===== src/rtl/audio_pkg.sv =====
// rtl/audio_pkg.sv - clip identifiers, ROM clip map and PCM conversion shared by the streamer
package audio_pkg;

   typedef enum logic [1:0] {
      CLIP_CHOMP    = 2'd0,
      CLIP_EATGHOST = 2'd1,
      CLIP_START    = 2'd2,
      CLIP_DEATH    = 2'd3
   } clip_t;

   typedef enum logic [1:0] {
      S_IDLE  = 2'd0,
      S_FETCH = 2'd1,
      S_WAIT  = 2'd2,
      S_WRITE = 2'd3
   } stream_state_t;

   // Clip layout in the music ROM .mif, indexed by clip_t.
   localparam int unsigned CLIP_BASE [4] = '{32'h0000, 32'h0100, 32'h0200, 32'h0300};
   localparam int unsigned CLIP_LEN  [4] = '{32'd2, 32'd3, 32'd4, 32'd3};

   function automatic bit clip_map_fits(input int addr_w);
      for (int i = 0; i < 4; i++) begin
         if (CLIP_LEN[i] == 0) return 1'b0;
         if (longint'(CLIP_BASE[i]) + longint'(CLIP_LEN[i]) > (longint'(1) << addr_w)) return 1'b0;
      end
      return 1'b1;
   endfunction

   // Offset-binary ROM byte to signed 24-bit PCM, with optional attenuation.
   function automatic logic [23:0] to_pcm(input logic [7:0] rom_byte, input int shift);
      logic signed [23:0] pcm;
      pcm = $signed({rom_byte ^ 8'h80, 16'h0000});
      return pcm >>> shift;
   endfunction

endpackage


===== src/rtl/clip_request_arbiter.sv =====
// rtl/clip_request_arbiter.sv - priority pick of sound requests against the active clip
// Chomp requests that lose arbitration are remembered in a one-deep pending flag.
module clip_request_arbiter
   import audio_pkg::*;
(
   input  logic  CLOCK_50,
   input  logic  reset,
   input  logic  req_chomp_i,
   input  logic  req_eatghost_i,
   input  logic  req_start_i,
   input  logic  req_death_i,
   input  logic  busy_i,
   input  clip_t active_id_i,
   input  logic  pending_clear_i,
   output logic  accept_o,
   output clip_t id_o,
   output logic  chomp_pending_o
);

   logic any_req;
   logic pending_q, pending_d;

   always_comb begin
      id_o = CLIP_CHOMP;
      if (req_death_i)         id_o = CLIP_DEATH;
      else if (req_start_i)    id_o = CLIP_START;
      else if (req_eatghost_i) id_o = CLIP_EATGHOST;
      any_req  = req_chomp_i | req_eatghost_i | req_start_i | req_death_i;
      accept_o = any_req && (!busy_i || (id_o > active_id_i));
      pending_d = (pending_q && !pending_clear_i) ||
                  (req_chomp_i && !(accept_o && (id_o == CLIP_CHOMP)));
   end

   always_ff @(posedge CLOCK_50) begin
      if (reset) pending_q <= 1'b0;
      else       pending_q <= pending_d;
   end

   assign chomp_pending_o = pending_q;

endmodule


===== src/rtl/audio_clip_streamer.sv =====
// rtl/audio_clip_streamer.sv - plays ROM clips as repeated 24-bit PCM frames into the codec
// In IDLE the codec is fed silence whenever it is ready.
module audio_clip_streamer
   import audio_pkg::*;
#(
   parameter int ADDR_W     = 16,
   parameter int ROM_LAT    = 1,
   parameter int SAMPLE_REP = 6,
   parameter int VOL_SHIFT  = 0
) (
   input  logic              CLOCK_50,
   input  logic              reset,
   input  logic              req_start,
   input  logic              req_chomp,
   input  logic              req_eatghost,
   input  logic              req_death,
   input  logic [7:0]        rom_q,
   input  logic              write_ready,
   output logic [ADDR_W-1:0] rom_address,
   output logic              write,
   output logic [23:0]       writedata_left,
   output logic [23:0]       writedata_right,
   output logic              busy,
   output logic [1:0]        clip_id,
   output logic              clip_done
);

   localparam int REP_W = $clog2(SAMPLE_REP + 1);
   localparam int LAT_W = $clog2(ROM_LAT + 2);

   if (!clip_map_fits(ADDR_W)) begin : g_clip_map_check
      $error("clip ranges exceed the ROM address space");
   end

   stream_state_t     state_q;
   logic [ADDR_W-1:0] addr_q;
   logic [REP_W-1:0]  rep_q;
   logic [LAT_W-1:0]  lat_q;
   logic [23:0]       sample_q;
   logic [23:0]       data_q;
   clip_t             id_q;
   logic              done_q;

   logic              accept;
   clip_t             acc_id;
   logic              chomp_pending;
   logic              pending_clear;
   logic              frame_last;
   logic              clip_end;
   logic [ADDR_W-1:0] clip_last_addr;

   clip_request_arbiter u_arbiter (
      .CLOCK_50        (CLOCK_50),
      .reset           (reset),
      .req_chomp_i     (req_chomp),
      .req_eatghost_i  (req_eatghost),
      .req_start_i     (req_start),
      .req_death_i     (req_death),
      .busy_i          (busy),
      .active_id_i     (id_q),
      .pending_clear_i (pending_clear),
      .accept_o        (accept),
      .id_o            (acc_id),
      .chomp_pending_o (chomp_pending)
   );

   always_comb begin
      clip_last_addr = ADDR_W'(CLIP_BASE[id_q] + CLIP_LEN[id_q] - 32'd1);
      frame_last     = (rep_q == REP_W'(SAMPLE_REP - 1));
      clip_end       = (state_q == S_WRITE) && frame_last && !(addr_q < clip_last_addr);
      pending_clear  = clip_end && chomp_pending && !accept;
   end

   always_ff @(posedge CLOCK_50) begin
      if (reset) begin
         state_q  <= S_IDLE;
         addr_q   <= '0;
         rep_q    <= '0;
         lat_q    <= '0;
         sample_q <= '0;
         data_q   <= '0;
         id_q     <= CLIP_CHOMP;
         done_q   <= 1'b0;
      end else begin
         done_q <= 1'b0;
         if (accept) begin
            // New or preempting clip restarts at its base; the aborted clip gets no done.
            state_q <= S_FETCH;
            addr_q  <= ADDR_W'(CLIP_BASE[acc_id]);
            rep_q   <= '0;
            lat_q   <= '0;
            id_q    <= acc_id;
         end else begin
            case (state_q)
               S_IDLE: ;
               S_FETCH: begin
                  if (lat_q == LAT_W'(ROM_LAT)) begin
                     sample_q <= to_pcm(rom_q, VOL_SHIFT);
                     lat_q    <= '0;
                     state_q  <= S_WAIT;
                  end else begin
                     lat_q <= lat_q + LAT_W'(1);
                  end
               end
               S_WAIT: begin
                  if (write_ready) begin
                     data_q  <= sample_q;
                     state_q <= S_WRITE;
                  end
               end
               S_WRITE: begin
                  if (!frame_last) begin
                     rep_q   <= rep_q + REP_W'(1);
                     state_q <= S_WAIT;
                  end else if (addr_q < clip_last_addr) begin
                     addr_q  <= addr_q + ADDR_W'(1);
                     rep_q   <= '0;
                     state_q <= S_FETCH;
                  end else begin
                     done_q <= 1'b1;
                     rep_q  <= '0;
                     if (chomp_pending) begin
                        addr_q  <= ADDR_W'(CLIP_BASE[CLIP_CHOMP]);
                        id_q    <= CLIP_CHOMP;
                        state_q <= S_FETCH;
                     end else begin
                        data_q  <= '0;
                        state_q <= S_IDLE;
                     end
                  end
               end
               default: state_q <= S_IDLE;
            endcase
         end
      end
   end

   assign rom_address     = addr_q;
   assign write           = (state_q == S_WRITE) || ((state_q == S_IDLE) && write_ready);
   assign writedata_left  = data_q;
   assign writedata_right = data_q;
   assign busy            = (state_q != S_IDLE);
   assign clip_id         = id_q;
   assign clip_done       = done_q;

endmodule


===== config.mk =====
export PLATFORM = sky130hd
export DESIGN_NAME = audio_clip_streamer
export DESIGN_NICKNAME = d
export VERILOG_FILES = /design/src/rtl/audio_pkg.sv /design/src/rtl/clip_request_arbiter.sv /design/src/rtl/audio_clip_streamer.sv
export SDC_FILE = /design/constraint.sdc
export NUM_CORES = 1
export LEC_CHECK = 0
export ABC_CLOCK_PERIOD_IN_PS = 5400
export CORE_ASPECT_RATIO = 2
export CORE_MARGIN = 2
export CORE_UTILIZATION = 68
export DETAILED_ROUTE_END_ITERATION = 10
export DONT_BUFFER_PORTS = 1
export PLACE_DENSITY = 0.87
export SLEW_MARGIN = 20
export SYNTH_ARGS = -nofsm -noshare
export SYNTH_HDL_FRONTEND = slang
export SYNTH_SLANG_ARGS = --single-unit

===== constraint.sdc =====
create_clock -name CLOCK_50 -period 5.4 [get_ports CLOCK_50]
set_input_delay 0.54 -clock CLOCK_50 [delete_from_list [all_inputs] [get_ports CLOCK_50]]
set_output_delay 0.54 -clock CLOCK_50 [all_outputs]
set_load 0.02 [all_outputs]

==> results of run 1 <==
[flip-flops by register name (all words and copies together) (netlist names)]
signal / cells
state_q: 2
clip_done: 1
rom_address: 16
writedata_left: 8
rep_q: 3
lat_q: 2
u_arbiter.chomp_pending_o: 1
clip_id: 2
sample_q: 8
[synth_stat cells (all sizes together)]
| cell type | n | area share [%] |
|---|---|---|
| o2111ai | 4 | 1.3 |
| nand2b | 4 | 0.95 |
| xor2 | 10 | 3.3 |
| and3 | 5 | 1.2 |
| nor2 | 40 | 6.0 |
| o311ai | 1 | 0.33 |
| o21bai | 1 | 0.29 |
| a41oi | 1 | 0.33 |
| clkbuf | 1 | 0.14 |
| a31o | 1 | 0.33 |
| nand2 | 12 | 1.8 |
| and2 | 2 | 0.47 |
| buf | 43 | 12 |
| o21ai | 17 | 3.5 |
| nor2b | 2 | 0.47 |
| a22o | 8 | 2.7 |
| a31oi | 1 | 0.24 |
| mux2i | 7 | 2.7 |
| a211oi | 4 | 1.1 |
| a21oi | 15 | 3.0 |
| nand4 | 5 | 1.2 |
| or3b | 1 | 0.33 |
| a22oi | 2 | 0.57 |
| nor4 | 3 | 0.95 |
| inv | 14 | 2.0 |
| conb | 2 | 0.29 |
| nor3 | 9 | 2.3 |
| or2 | 1 | 0.24 |
| a21o | 1 | 0.29 |
| o22ai | 1 | 0.47 |
| and4 | 1 | 0.33 |
| dfxtp | 43 | 33 |
| or3 | 2 | 0.67 |
| ha | 24 | 11 |
| xnor2 | 4 | 1.3 |
| o211ai | 1 | 0.29 |
| nand3 | 4 | 0.95 |
| nor3b | 4 | 1.6 |
[layer usage]
layer  part of all wire [%]  routed length [um]
met5                      0                   0
met2                     52                2640
met4                    4.5                 228
met1                     36                1820
met3                    7.1                 360
[how the worst max path moves through the flow]
stage / end / slack (ns) / depth (start not counted)
floorplan: rom_address[8] / 2.86 / 12
global placement: writedata_left[22] / 2.61 / 9
detailed placement: rom_address[8] / 2.52 / 12
CTS: rom_address[8] / 2.49 / 12
global route: rom_address[8] / 2.21 / 12
finish: rom_address[8] / 2.48 / 12
[layout make-up]
| type | count | area (um2) |
|---|---|---|
| Tap cell | 51 | 63.8 |
| Fill cell | 322 | 1190 |
| Clock buffer | 7 | 76.3 |
| Inverter | 14 | 52.6 |
| Clock inverter | 1 | 5.00 |
| Sequential cell | 43 | 861 |
| Multi-Input combinational cell | 241 | 1560 |
[kinds of logic (layout without fill, tap and decap cells)]
kind of cell               Yosys count  after routing
DFF                                 43             43
buffers and inverters               58             22
other                                2             43
muxes                                7              7
AOI/OAI and AO/OA                   58             58
and+or+nand+nor                     95             95
adders and majority gates           24             24
xor gates and xnor gates            14             14
[power by group]
| part | total, uW | leakage, uW | switching, uW | internal [uW] |
|---|---|---|---|---|
| registers | 345 | 0.000348 | 19.2 | 326 |
| logic | 120 | 0.000657 | 85.5 | 34.0 |
| clock network | 190 | 0.0000422 | 99.2 | 90.7 |
| total | 655 | 0.00105 | 204 | 451 |
[stage by stage]
stage	instance area, um2	hold slack (ns)	util, %	power [uW]
6_report	2610	0.310	68.7	655
5_1_grt	2610	0.299	68.7	692
4_1_cts	2610	0.302	68.7	660
3_5_place_dp	2530	0.465	66.6	470
3_3_place_gp	2530	0.457	66.6	468
2_1_floorplan	2790	0.449	-	466
==> summary.txt, run 1 <==
FINAL LAYOUT
-----------------------------------------------------------------------------------------------
Non-filler cells, final ..........................................................          357
Relative area change from synthesis to final layout ..............................      -0.760%
Fraction of final layout cells sized beyond drive strength 1 .....................        6.21%
Most frequent cells in the layout ................................................ 43 x sky130_fd_sc_hd__conb_1, 43 x sky130_fd_sc_hd__dfxtp_1, 39 x sky130_fd_sc_hd__nor2_1, 24 x sky130_fd_sc_hd__ha_1, 15 x sky130_fd_sc_hd__o21ai_0
Count of nets after finishing ....................................................          344
Antenna diode count ..............................................................            0

DRT
-----------------------------------------------------------------------------------------------
Remaining routing DRC violations .................................................            0
Average vias per placed instance .................................................         5.64
First-pass detailed-route iteration total ........................................            4
Antenna viol nets, final .........................................................            0
Wirelength per Cell ..............................................................      14.1 um
Final wirelength .................................................................      5050 um
Via count of the routed design ...................................................         2015
First DRT Iteration DRCs .........................................................           29

STA
-----------------------------------------------------------------------------------------------
Fmax .............................................................................      343 MHz
Final count of pins violating max slew ...........................................            0
Post-route worst setup slack .....................................................      2.48 ns
Transition at the pin with the smallest max-transition slack .....................     0.656 ns
Clk_skew .........................................................................   0.00598 ns
Final Hold Violating Endpoints ...................................................            0
Final-report setup violation count ...............................................            0
Minimum clock period after layout ................................................      2.92 ns
Worst slew margin ................................................................        56.3%
Sum of negative setup slack ......................................................         0 ns
Crit share post-route ............................................................        54.1%
Unrepaired setup endpoints after global routing ..................................        false

GLOBAL ROUTE
-----------------------------------------------------------------------------------------------
Pin count of the biggest net entering global routing .............................           17
Met1 Resource Use GR .............................................................        26.4%
Number of antenna violations at the first check in global routing ................            0
Met2 Resource Use GR .............................................................        40.8%
First-pass GRT wire length .......................................................      8130 um
Via count of the first global-routing pass .......................................         1893
Total congestion overflow after global routing ...................................            0
Met3 global-route usage ..........................................................        6.89%
GRT Resource Usage Total .........................................................        25.0%
Global-route layer with the greatest usage .......................................         met2

SYNTH
-----------------------------------------------------------------------------------------------
Gate count after technology mapping ..............................................          301
Largest family of logic cells by synthesized area ................................ simple AND/OR/NAND/NOR gates
Mux share of post-synthesis cell area ............................................        2.66%
Synthesized-area fraction occupied by xor and xnor cells .........................        4.66%
Part of the Yosys area used for sequential elements ..............................        32.7%
YS warnings ......................................................................            0
Flip-flop and latch count after synthesis ........................................           43
Simple-gate area share of the yosys netlist ......................................        19.4%
Average cell area after synthesis ................................................     8.75 um2
Adder-Cell Fraction of Synth Area ................................................        11.4%
Post-synthesis cell type count ...................................................           49
Cell area after synthesis ........................................................     2630 um2
Complex-gate fraction of the synthesized area ....................................        14.8%

SETUP PATH
-----------------------------------------------------------------------------------------------
Start-to-end type of the worst setup path ........................................   reg -> reg
Max FO, Critical Path ............................................................           16
Reg2reg path depth ...............................................................           12
Cell Chain, Critical Path ........................................................ inv_1 -> nand2_1 -> inv_1 -> ha_1 -> ha_1 -> nor3_1 -> a211oi_1 -> a22oi_1 -> and2_1 -> o21ai_2 -> or3b_1 -> o311ai_1
Origin of the critical flop-to-flop path .........................................   clip_id[0]
Start point of the critical path .................................................   clip_id[0]
Crit path launch type ............................................................     register
Slowest library cell on the worst path ........................................... sky130_fd_sc_hd__o21ai_2
Slack of the worst reg-to-reg path ...............................................      2.48 ns
Worst Path Buf+Inv ...............................................................            2
Crit end category ................................................................     register
Crit-path leading delay family ................................................... compound AO/OA/AOI/OAI gates
Endpoint of the worst-slack reg-to-reg timing path ............................... rom_address[8]
Crit-path max cell delay .........................................................      0.55 ns
Critical path data arrival time ..................................................      3.09 ns
Critical Path RT .................................................................      5.57 ns

DIE
-----------------------------------------------------------------------------------------------
Area of the placeable core .......................................................     3800 um2
Die Outline Area .................................................................     4420 um2
Effective utilization at floorplan ...............................................        69.2%
Row cnt ..........................................................................           32
Die height .......................................................................      92.0 um
Die Span X .......................................................................      48.0 um
I/O Pins .........................................................................           84

POWER
-----------------------------------------------------------------------------------------------
Largest voltage drop on the vdd net ..............................................   0.000165 V
P per Cell Area ..................................................................   251 nW/um2
Leak .............................................................................   0.00105 uW

CTS
-----------------------------------------------------------------------------------------------
Number of clock buffers inserted by TritonCTS ....................................            5
# hold bufs at CTS ...............................................................            0
Clock tree from TritonCTS ........................................................          yes
Bufs on Longest Clock Path .......................................................            2
Clock input transition at the sequential cells of the worst setup and hold paths .      0.08 ns
Clock root cell .................................................................. sky130_fd_sc_hd__clkbuf_8
H-tree Lvls ......................................................................            2
Worst-skew pair later-pin latency ................................................      0.29 ns
Post-CTS setup repair buffer count ...............................................            0
Count of clock tree sinks ........................................................           43
Cells resized by post-CTS repair .................................................            0

OUTCOME
-----------------------------------------------------------------------------------------------
Result of the run ................................................................ finished clean

MIN PATH
-----------------------------------------------------------------------------------------------
Startpoint of the most critical hold path ........................................        reset
Hold endpoint .................................................................... sample_q[21]
Hold depth .......................................................................            1
Type of the worst min-delay path .................................................    in -> reg

PLACEMENT
-----------------------------------------------------------------------------------------------
DPL Wire Length ..................................................................      3970 um
Placed insts .....................................................................          349
Worst slack, placed ..............................................................      2.52 ns
Weighted congestion reported at the end of routability-driven placement ..........        0.930
Port buffer count ................................................................            0

FLOW RUN
-----------------------------------------------------------------------------------------------
Max_cap viols ....................................................................            0

Note: power is estimated with default switching activity, not from simulation.
==> inputs of run 2 (changes only) <==
Settings changed: ABC_CLOCK_PERIOD_IN_PS 5400 to 2670, CORE_UTILIZATION 68 to 57, PLACE_DENSITY 0.87 to 0.78.
Clock period 5.4 ns to 2.67 ns, I/O delays scaled along.
==> summary.txt, run 2 (synthesis gave the netlist of run 1 again) <==
OUTCOME
-----------------------------------------------------------------------------------------------
Result of the run ................................................................ finished clean

FLOW RUN
-----------------------------------------------------------------------------------------------
Max_cap viols ....................................................................            0

SETUP PATH
-----------------------------------------------------------------------------------------------
Crit path launch type ............................................................     register
Critical Path RT .................................................................      2.86 ns
Cell Chain, Critical Path ........................................................ inv_1 -> nand2_1 -> inv_1 -> ha_1 -> ha_1 -> o21ai_0 -> a21oi_1 -> a22oi_2 -> and2_1 -> nor3b_1 -> o22ai_2 -> buf_4 -> a22o_1
Crit end category ................................................................     register
Slowest library cell on the worst path ........................................... sky130_fd_sc_hd__dfxtp_1
Crit-path max cell delay .........................................................      0.34 ns
Max FO, Critical Path ............................................................            8
Start-to-end type of the worst setup path ........................................   reg -> reg
Critical path data arrival time ..................................................      2.68 ns

CTS
-----------------------------------------------------------------------------------------------
Worst-skew pair later-pin latency ................................................      0.30 ns
Bufs on Longest Clock Path .......................................................            2
# hold bufs at CTS ...............................................................            0
Number of clock buffers inserted by TritonCTS ....................................            5
Clock tree from TritonCTS ........................................................          yes
Count of clock tree sinks ........................................................           43
Clock input transition at the sequential cells of the worst setup and hold paths .      0.08 ns
Clock root cell .................................................................. sky130_fd_sc_hd__clkbuf_8
H-tree Lvls ......................................................................            2

DRT
-----------------------------------------------------------------------------------------------
Average vias per placed instance .................................................         5.36
Wirelength per Cell ..............................................................      14.0 um
Via count of the routed design ...................................................         2043
First-pass detailed-route iteration total ........................................            4
Antenna viol nets, final .........................................................            0
First DRT Iteration DRCs .........................................................           72
Remaining routing DRC violations .................................................            0
Final wirelength .................................................................      5330 um

MIN PATH
-----------------------------------------------------------------------------------------------
Type of the worst min-delay path .................................................    in -> reg

FINAL LAYOUT
-----------------------------------------------------------------------------------------------
Most frequent cells in the layout ................................................ 43 x sky130_fd_sc_hd__conb_1, 43 x sky130_fd_sc_hd__dfxtp_1, 39 x sky130_fd_sc_hd__nor2_1, 24 x sky130_fd_sc_hd__ha_1, 20 x sky130_fd_sc_hd__buf_4
Count of nets after finishing ....................................................          364
Number of flip-flops in the largest register .....................................           16
Filler Cells Inserted ............................................................          396
Antenna diode count ..............................................................            0
Relative area change from synthesis to final layout ..............................        5.70%
Fraction of final layout cells sized beyond drive strength 1 .....................        12.6%

STA
-----------------------------------------------------------------------------------------------
Post-route worst setup slack .....................................................     0.186 ns
Clk_skew .........................................................................   0.00438 ns
Minimum clock period after layout ................................................      2.48 ns
Worst slew margin ................................................................        63.8%
Final-report setup violation count ...............................................            0
Crit share post-route ............................................................        93.0%
Transition at the pin with the smallest max-transition slack .....................     0.541 ns
Final count of pins violating max slew ...........................................            0
Final Hold Violating Endpoints ...................................................            0
Sum of negative setup slack ......................................................         0 ns
Fmax .............................................................................      403 MHz
Unrepaired setup endpoints after global routing ..................................        false

DIE
-----------------------------------------------------------------------------------------------
Row cnt ..........................................................................           35
I/O Pins .........................................................................           84
Die Outline Area .................................................................     5210 um2
Effective utilization at floorplan ...............................................        58.4%
Die height .......................................................................       100 um
Die Span X .......................................................................      52.1 um
Area of the placeable core .......................................................     4510 um2

POWER
-----------------------------------------------------------------------------------------------
Leak .............................................................................   0.00115 uW
Largest voltage drop on the vdd net ..............................................   0.000315 V
P per Cell Area ..................................................................   493 nW/um2

GLOBAL ROUTE
-----------------------------------------------------------------------------------------------
Via count of the first global-routing pass .......................................         1835
Number of antenna violations at the first check in global routing ................            0
Total congestion overflow after global routing ...................................            0
Pin count of the biggest net entering global routing .............................           17
First-pass GRT wire length .......................................................      8340 um
GRT Resource Usage Total .........................................................        21.1%

PLACEMENT
-----------------------------------------------------------------------------------------------
Worst slack, placed ..............................................................     0.138 ns
DPL Wire Length ..................................................................      4130 um
Weighted congestion reported at the end of routability-driven placement ..........        0.877
Port buffer count ................................................................            0

run 2: worst max-delay path: cells and delay by family (launching register included):
family | cells | cell delay, ns
AO/OA/AOI/OAI | 5 | 0.62
adder cells (fa/ha/maj) | 2 | 0.55
buffers and inverters | 3 | 0.29
flip-flops | 1 | 0.34
AND/OR/NAND/NOR | 3 | 0.59
run 2: where the power goes:
part	switching (uW)	internal, uW	leakage [uW]	total (uW)
Clock	222	183	0.0000412	405
Sequential	15.0	659	0.000348	674
Combinational	205	87.8	0.000761	293
Total	442	930	0.00115	1370
run 2: path summary, 6_finish.rpt:
check	from	endpoint	slack [ns]	cells past startpoint
worst min-delay path	reset	sample_q[16]	0.03	1
worst max-delay path	clip_id[0]	writedata_left[16]	0.19	13
worst min register to register	sample_q[20]	writedata_left[20]	0.48	1
worst max register to register	clip_id[0]	writedata_left[16]	0.19	13
run 2: timing repair:
item                                    CTS  global route
endpoints found under the setup margin    0            19
buffers inserted                          0             1
resized for setup                         0             2
run 2: metrics by stage:
step	utilization [%]	area, um2	power, uW	hold WS, ns	cells
detailed placement	59.4	2680	977	0.344	372
global placement	59.4	2680	965	0.342	372
global route	61.7	2780	1440	0.0171	381
finish	61.7	2780	1370	0.0285	381
CTS	61.3	2770	1380	0.0202	380
floorplan	-	2790	943	0.363	342
run 2: per-layer routing:
layer / up-vias / GRT usage [%] / wire length (um)
li1: 1019 / - / -
met1: 951 / 25.0 / 2110
met2: 65 / 35.2 / 2680
met3: 8 / 5.21 / 435
met4: 0 / 8.91 / 97
met5: - / 0 / 0
run 2: layout make-up:
class | instances | area, um2 | share of cell area, %
multi-input cells | 241 | 1570 | 56.3
flip-flops and latches | 43 | 861 | 30.9
repair buffers | 20 | 150 | 5.39
clock buffers | 6 | 72.6 | 2.61
well taps | 55 | 68.8 | 2.47
inverters | 14 | 52.6 | 1.89
clock inverters | 2 | 12.5 | 0.449
